$ cat src/rtl/mem_port_arbiter.sv
// Arbitrates one single-port memory between instruction fetch and data access.
// Define MEM_PORT_ARBITER_STARVE_GUARD_EN to bound how long data can starve fetch.
module mem_port_arbiter #(
    parameter int ADDR_W     = 32,
    parameter int DATA_W     = 32,
    parameter int STARVE_MAX = 4
) (
    input  logic              clk,
    input  logic              rst,
    input  logic              i_req,
    input  logic [ADDR_W-1:0] i_addr,
    output logic [DATA_W-1:0] i_rdata,
    output logic              i_valid,
    input  logic              d_req,
    input  logic              d_we,
    input  logic [ADDR_W-1:0] d_addr,
    input  logic [DATA_W-1:0] d_wdata,
    output logic [DATA_W-1:0] d_rdata,
    output logic              d_valid,
    output logic              mem_req,
    output logic              mem_we,
    output logic [ADDR_W-1:0] mem_addr,
    output logic [DATA_W-1:0] mem_wdata,
    input  logic [DATA_W-1:0] mem_rdata,
    input  logic              mem_ready,
    output logic              stallF,
    output logic              stallM
);

    typedef enum logic [1:0] {
        IDLE,
        BUSY_I,
        BUSY_D
    } state_t;

    state_t            state;
    state_t            state_nx;
    logic              grant_i;
    logic              grant_d;
    logic              starved;
    logic              done_i;
    logic              done_d;
    logic [ADDR_W-1:0] cmd_addr;
    logic [DATA_W-1:0] cmd_wdata;
    logic              cmd_we;

`ifdef MEM_PORT_ARBITER_STARVE_GUARD_EN
    localparam int CNT_W = $clog2(STARVE_MAX + 1);

    logic [CNT_W-1:0] starve_cnt;

    assign starved = (starve_cnt == CNT_W'(STARVE_MAX));

    // Counts data grants that bypassed a waiting fetch.
    always_ff @(posedge clk or negedge rst) begin
        if (!rst) begin
            starve_cnt <= '0;
        end else if (grant_i) begin
            starve_cnt <= '0;
        end else if (grant_d && i_req && !starved) begin
            starve_cnt <= starve_cnt + 1'b1;
        end
    end
`else
    assign starved = 1'b0;
`endif

    always_comb begin
        state_nx = state;
        grant_i  = 1'b0;
        grant_d  = 1'b0;
        unique case (state)
            IDLE: begin
                if (i_req && (starved || !d_req)) begin
                    grant_i  = 1'b1;
                    state_nx = BUSY_I;
                end else if (d_req) begin
                    grant_d  = 1'b1;
                    state_nx = BUSY_D;
                end
            end
            BUSY_I, BUSY_D: begin
                if (mem_ready) begin
                    state_nx = IDLE;
                end
            end
            default: state_nx = IDLE;
        endcase
    end

    assign done_i = (state == BUSY_I) && mem_ready;
    assign done_d = (state == BUSY_D) && mem_ready;

    always_ff @(posedge clk or negedge rst) begin
        if (!rst) begin
            state     <= IDLE;
            cmd_addr  <= '0;
            cmd_wdata <= '0;
            cmd_we    <= 1'b0;
        end else begin
            state <= state_nx;
            if (grant_i) begin
                cmd_addr  <= i_addr;
                cmd_wdata <= '0;
                cmd_we    <= 1'b0;
            end else if (grant_d) begin
                cmd_addr  <= d_addr;
                cmd_wdata <= d_wdata;
                cmd_we    <= d_we;
            end
        end
    end

    always_ff @(posedge clk or negedge rst) begin
        if (!rst) begin
            i_valid <= 1'b0;
            d_valid <= 1'b0;
            i_rdata <= '0;
            d_rdata <= '0;
        end else begin
            i_valid <= done_i;
            d_valid <= done_d;
            if (done_i) begin
                i_rdata <= mem_rdata;
            end
            // Writes leave the last load result visible.
            if (done_d && !cmd_we) begin
                d_rdata <= mem_rdata;
            end
        end
    end

    assign mem_req   = (state != IDLE);
    assign mem_we    = cmd_we;
    assign mem_addr  = cmd_addr;
    assign mem_wdata = cmd_wdata;

    assign stallF = i_req & ~i_valid;
    assign stallM = d_req & ~d_valid;

endmodule
$ cat config.mk
export PLATFORM = sky130hd
export DESIGN_NAME = mem_port_arbiter
export DESIGN_NICKNAME = d
export VERILOG_FILES = /design/src/rtl/mem_port_arbiter.sv
export SDC_FILE = /design/constraint.sdc
export NUM_CORES = 1
export LEC_CHECK = 0
export CAP_MARGIN = 20
export CORE_ASPECT_RATIO = 1.1
export CORE_MARGIN = 2
export CORE_UTILIZATION = 25
export CTS_CLUSTER_SIZE = 24
export DETAILED_ROUTE_END_ITERATION = 10
export GPL_ROUTABILITY_DRIVEN = 0
export PLACE_DENSITY = 0.65
export SYNTH_ARGS = -nofsm -noshare
export SYNTH_HDL_FRONTEND = slang
export SYNTH_SLANG_ARGS = --single-unit
export TNS_END_PERCENT = 50
$ cat constraint.sdc
create_clock -name clk -period 1.7 [get_ports clk]
set_clock_uncertainty 0.1 [all_clocks]
set_input_delay 0.255 -clock clk [delete_from_list [all_inputs] [get_ports clk]]
set_output_delay 0.255 -clock clk [all_outputs]
set_load 0.05 [all_outputs]
# Yosys cells after proc, flatten, opt, wreduce, memory -nomap -nowiden
# Index checks and enable logic that the tools add are counted.
# op_classes
n_eq_ne,4
n_mux,15
bitwise_logic,4
reduce_logical,11
# op_table
cell,n
32-bit two-way mux,4
1-bit two-way mux,7
2-bit two-way mux,3
1-bit logical AND,4
2-bit one-hot mux with 2 select lines,1
2-bit nonzero test,2
"3-bit != test, second input constant",1
1-bit AND,2
"2-bit by 1-bit == test with 1-bit output, second input constant",1
"2-bit == test, second input constant",1
1-bit zero test,2
2-bit zero test,1
"2-bit != test, second input constant",1
1-bit inverter,2
2-bit AND reduction,1
2-bit OR reduction,1
# word_totals
regBits,133
in_bits,134
output_inout_bits,134
word_cells,42

# Logic depth before layout (Yosys ltp)
# depth
ltp_word,6
mapped_depth,7
mapped_depth_nobuf,5

# Least setup slack after synthesis
# No wires, ideal clock.
# synth_path
kind,reg2out
from,register i_valid
to,output port stallF
arrival_ns,1.318
required_ns,1.345
path_slack_ns,0.027
stages_incl_launch_ff,2
n_path_buf,0
cell_sequence,dfrtp_1 nor2b_1
# synth_between
elab_chain_cells,2
# synth_lines
item,line,source
start: declaration,13,"output logic i_valid,"
start signal: assignment,121,i_valid <= done_i;
1-bit inverter,138,assign stallF = i_req & ~i_valid;
1-bit AND,138,
end: declaration,26,"output logic stallF,"
# Every way passes these cells.

# Worst setup path after layout
# layout_path
from,register state[0]
to,register d_rdata[0]
# layout_between
elab_chain_cells,3
# layout_lines
item,line,source
start: declaration,36,state_t state;
start signal: assignment,101,state <= state_nx;
2-bit == test,92,assign done_d = (state == BUSY_D) && mem_ready;
1-bit logical AND,92,
net done_d,42,logic done_d;
1-bit logical AND,127,if (done_d && !cmd_we) begin
end signal: assignment,128,d_rdata <= mem_rdata;
end: declaration,18,"output logic [DATA_W-1:0] d_rdata,"
# The timed path passes the listed nets, and every way through them passes these cells.
# A chain may end at the register's enable or synchronous reset.

==> out/metrics.yaml <==
grt_max_degree: 42
dieHeight_um: 158
timing.fmax_mhz: 608
synth_most_common_cell: "dfrtp_1"
drive_gt1_share_pct: 38.6
synth_area_per_cell_um2: 13.1
ys_top_cells_by_area: "dfrtp_1 (61%), mux2_4 (8.3%), mux2_2 (7.1%), a22o_1 (5.3%), a21oi_1 (5.2%)"
slowest_delay_ns: 0.37
rows: 56
grt_pass1_wl_um: 24200
first_pass_iters: 4
async_flop_share_pct: 100
post-cts-setup-buffers: 0
htreeDepth: 4
drv_cap: 0
initial_core_util_pct: 25.5
dieArea_um2: 22900
yosysWarnings: 0
dp_slack_ns: -0.154
io_pins: 268
ys.flop_type: "dfrtp_1"
antenna_found_initial: 0
cts_tree: "built"
fin_crit_sh_pct: 96.7
n_fill_cell: 2085
min_period_ns: 1.64
wl_um: 15900
netlist_area_um2: 5420
grt_pass1_vias: 4498
min_path_type: "primary input to async pin"
synth_common_cells: "dfrtp_1 (133), a21oi_1 (56), mux2_2 (34), nor2_1 (34)"
multi_input_area_um2: 1920
clockRootBuffer: "clkbuf_16"
grt_use_total_pct: 13.7
cts_buffers: 17
synth_fp_nets: 551
path_clk_slew_ns: 0.06
clock_sinks: 133
max-vdd-ir-drop_v: 0.00113
via_count: 4287
via_per_inst: 4.29
synth_top_area_share_pct: 61.4
r2r-start: "state[0]$_DFFE_PN0P_"
drtAntennaViolNets: 0
worstPathMaxFanout: 13
critical_path.startpoint: "state[0]$_DFFE_PN0P_"
synthCells: 413
cp_cell_sequence: "inv_2, ha_1, and2_4, nand2b_4, buf_12, mux2_2"
slowest_stage: "dfrtp_1"
worst_slew_pin_slew_ns: 0.442
final-hold-violation-count: 0
worst-path-buf-inv: 2
setup_viol: 0
seq_area_frac_synth_pct: 61.4
synth.distinct_cells: 25
die_width_um: 144
p_per_area_nw_per_um2: 2450
ys_seq_elements: 133
holdWs_ns: 0.272
area_growth_pct: 64.9
route.detailed.wl_per_inst_um: 15.9
relSlewSlack_pct: 70.5
port_buffers: 267
drt_iter0_markers: 187
worst-endpoint-required_ns: 1.90
cp.arrival_ns: 1.84
cellLeakagePower_nw: 4.19
startpoint_type: "register"
drc: 0
worst_slack_ns: 0.0557
crit_family: "flip-flops"
fp.coreArea_um2: 21300
n_antenna_cell: 0
worst-setup-path-type: "register to register"
place_hpwl_um: 11400
synth_edf_count: 0
num-nets-final: 835
end_kind: "register"
clock_path_buffers: 2
overflow: 0
seqCellArea_um2: 3330
outcome: "completed"
yosysTopAreaCell: "dfrtp_1"
slew_violations: 0
rsz0062_at_grt: "false"
clk_latency_ns: 0.41
-- final cells by class --
| class | count | share of cell area [%] |
|---|---|---|
| clock buffer | 19 | 4.95 |
| clock inverter | 13 | 1.64 |
| inverter | 4 | 0.196 |
| multi-input combinational | 248 | 21.5 |
| sequential | 133 | 37.2 |
| tap | 290 | 4.06 |
| timing repair buffer | 293 | 30.4 |
-- per-layer routing --
metal | global-route usage, % | routed length (µm) | vias to the layer above
li1 | - | - | 2008
met1 | 16.8 | 6560 | 2115
met2 | 23.1 | 8070 | 147
met3 | 4.09 | 940 | 17
met4 | 4.44 | 314 | 0
met5 | 0 | 0 | -
-- cells in the final DEF, fill, tap and decap left out, types with 2 or more instances in the layout --
cell             Yosys  routed
mux2_2              34      34
inv_6                0       5
nand2_1             33      32
a21oi_2             10      10
mux2_4              30      30
bufinv_16            0       2
clkdlybuf4s50_1      0     131
inv_2                0       2
clkinvlp_4           0       2
clkinv_4             0       2
dfrtp_1            133     133
buf_4                4     144
a21oi_1             56      56
nand2b_1             3       2
clkbuf_16            0      18
clkinv_2             0       2
buf_12               0      13
a22o_1              33      33
buf_6                6       2
nor2_1              34      34
ha_1                 4       3
-- what timing repair did --
| item | 4_1_cts | 5_1_grt |
|---|---|---|
| endpoints found under the setup margin | 3 | 40 |
| pin swaps | 1 | 0 |
| endpoints found under the hold margin | 36 | 0 |
| gates resized for setup | 6 | 6 |
| gates cloned | 0 | 1 |
| hold buffers | 1 | 0 |
-- logic make-up (layout without fill, tap and decap cells) --
| kind of cell | Yosys count | in the layout | synth area share, % |
|---|---|---|---|
| adders and majority gates | 4 | 4 | 0.923 |
| DFF | 133 | 133 | 61.4 |
| and+or+nand+nor | 76 | 76 | 5.74 |
| buffers and inverters | 32 | 329 | 3.90 |
| muxes | 64 | 64 | 15.4 |
| AOI/OAI and AO/OA | 104 | 104 | 12.7 |
-- where the power goes --
group / switching [mW] / total [mW] / internal [mW] / leakage, nW
Combinational: 8.17 / 12.6 / 4.40 / 2.32
Sequential: 0.895 / 5.66 / 4.77 / 1.59
Clock: 1.50 / 3.72 / 2.22 / 0.285
-- state kept, by name (all words and copies together) (netlist names) --
register   flops
mem_we         1
mem_addr      32
i_rdata       32
d_valid        1
mem_wdata     32
state          2
i_valid        1
d_rdata       32
-- metrics by stage --
stage | util [%] | TNS, ns | total power [mW] | std cells | area, µm²
after global routing | 42.0 | 0 | 23.0 | 1000 | 8940
after global placement | 38.9 | -4.29 | 18.2 | 967 | 8290
after CTS | 41.8 | -0.00462 | 22.1 | 999 | 8900
after detailed placement | 38.9 | -6.65 | 18.3 | 967 | 8290
after floorplan | - | 0 | 14.1 | 413 | 5420
final | 42.0 | 0 | 22.0 | 1000 | 8940
-- worst paths after layout --
check	slack, ns	endpoint	depth (start not counted)
worst min-delay path	0.27	i_rdata[17]$_DFFE_PN0P_	2
min in group clk	0.29	mem_addr[12]$_DFFE_PN0P_	3
max in group asynchronous	0.64	i_rdata[2]$_DFFE_PN0P_	3
worst max register to register	0.06	d_rdata[0]$_DFFE_PN0P_	6
worst min register to register	0.40	i_rdata[5]$_DFFE_PN0P_	1
worst max-delay path	0.06	d_rdata[0]$_DFFE_PN0P_	6
(Power assumes the default switching activity.)
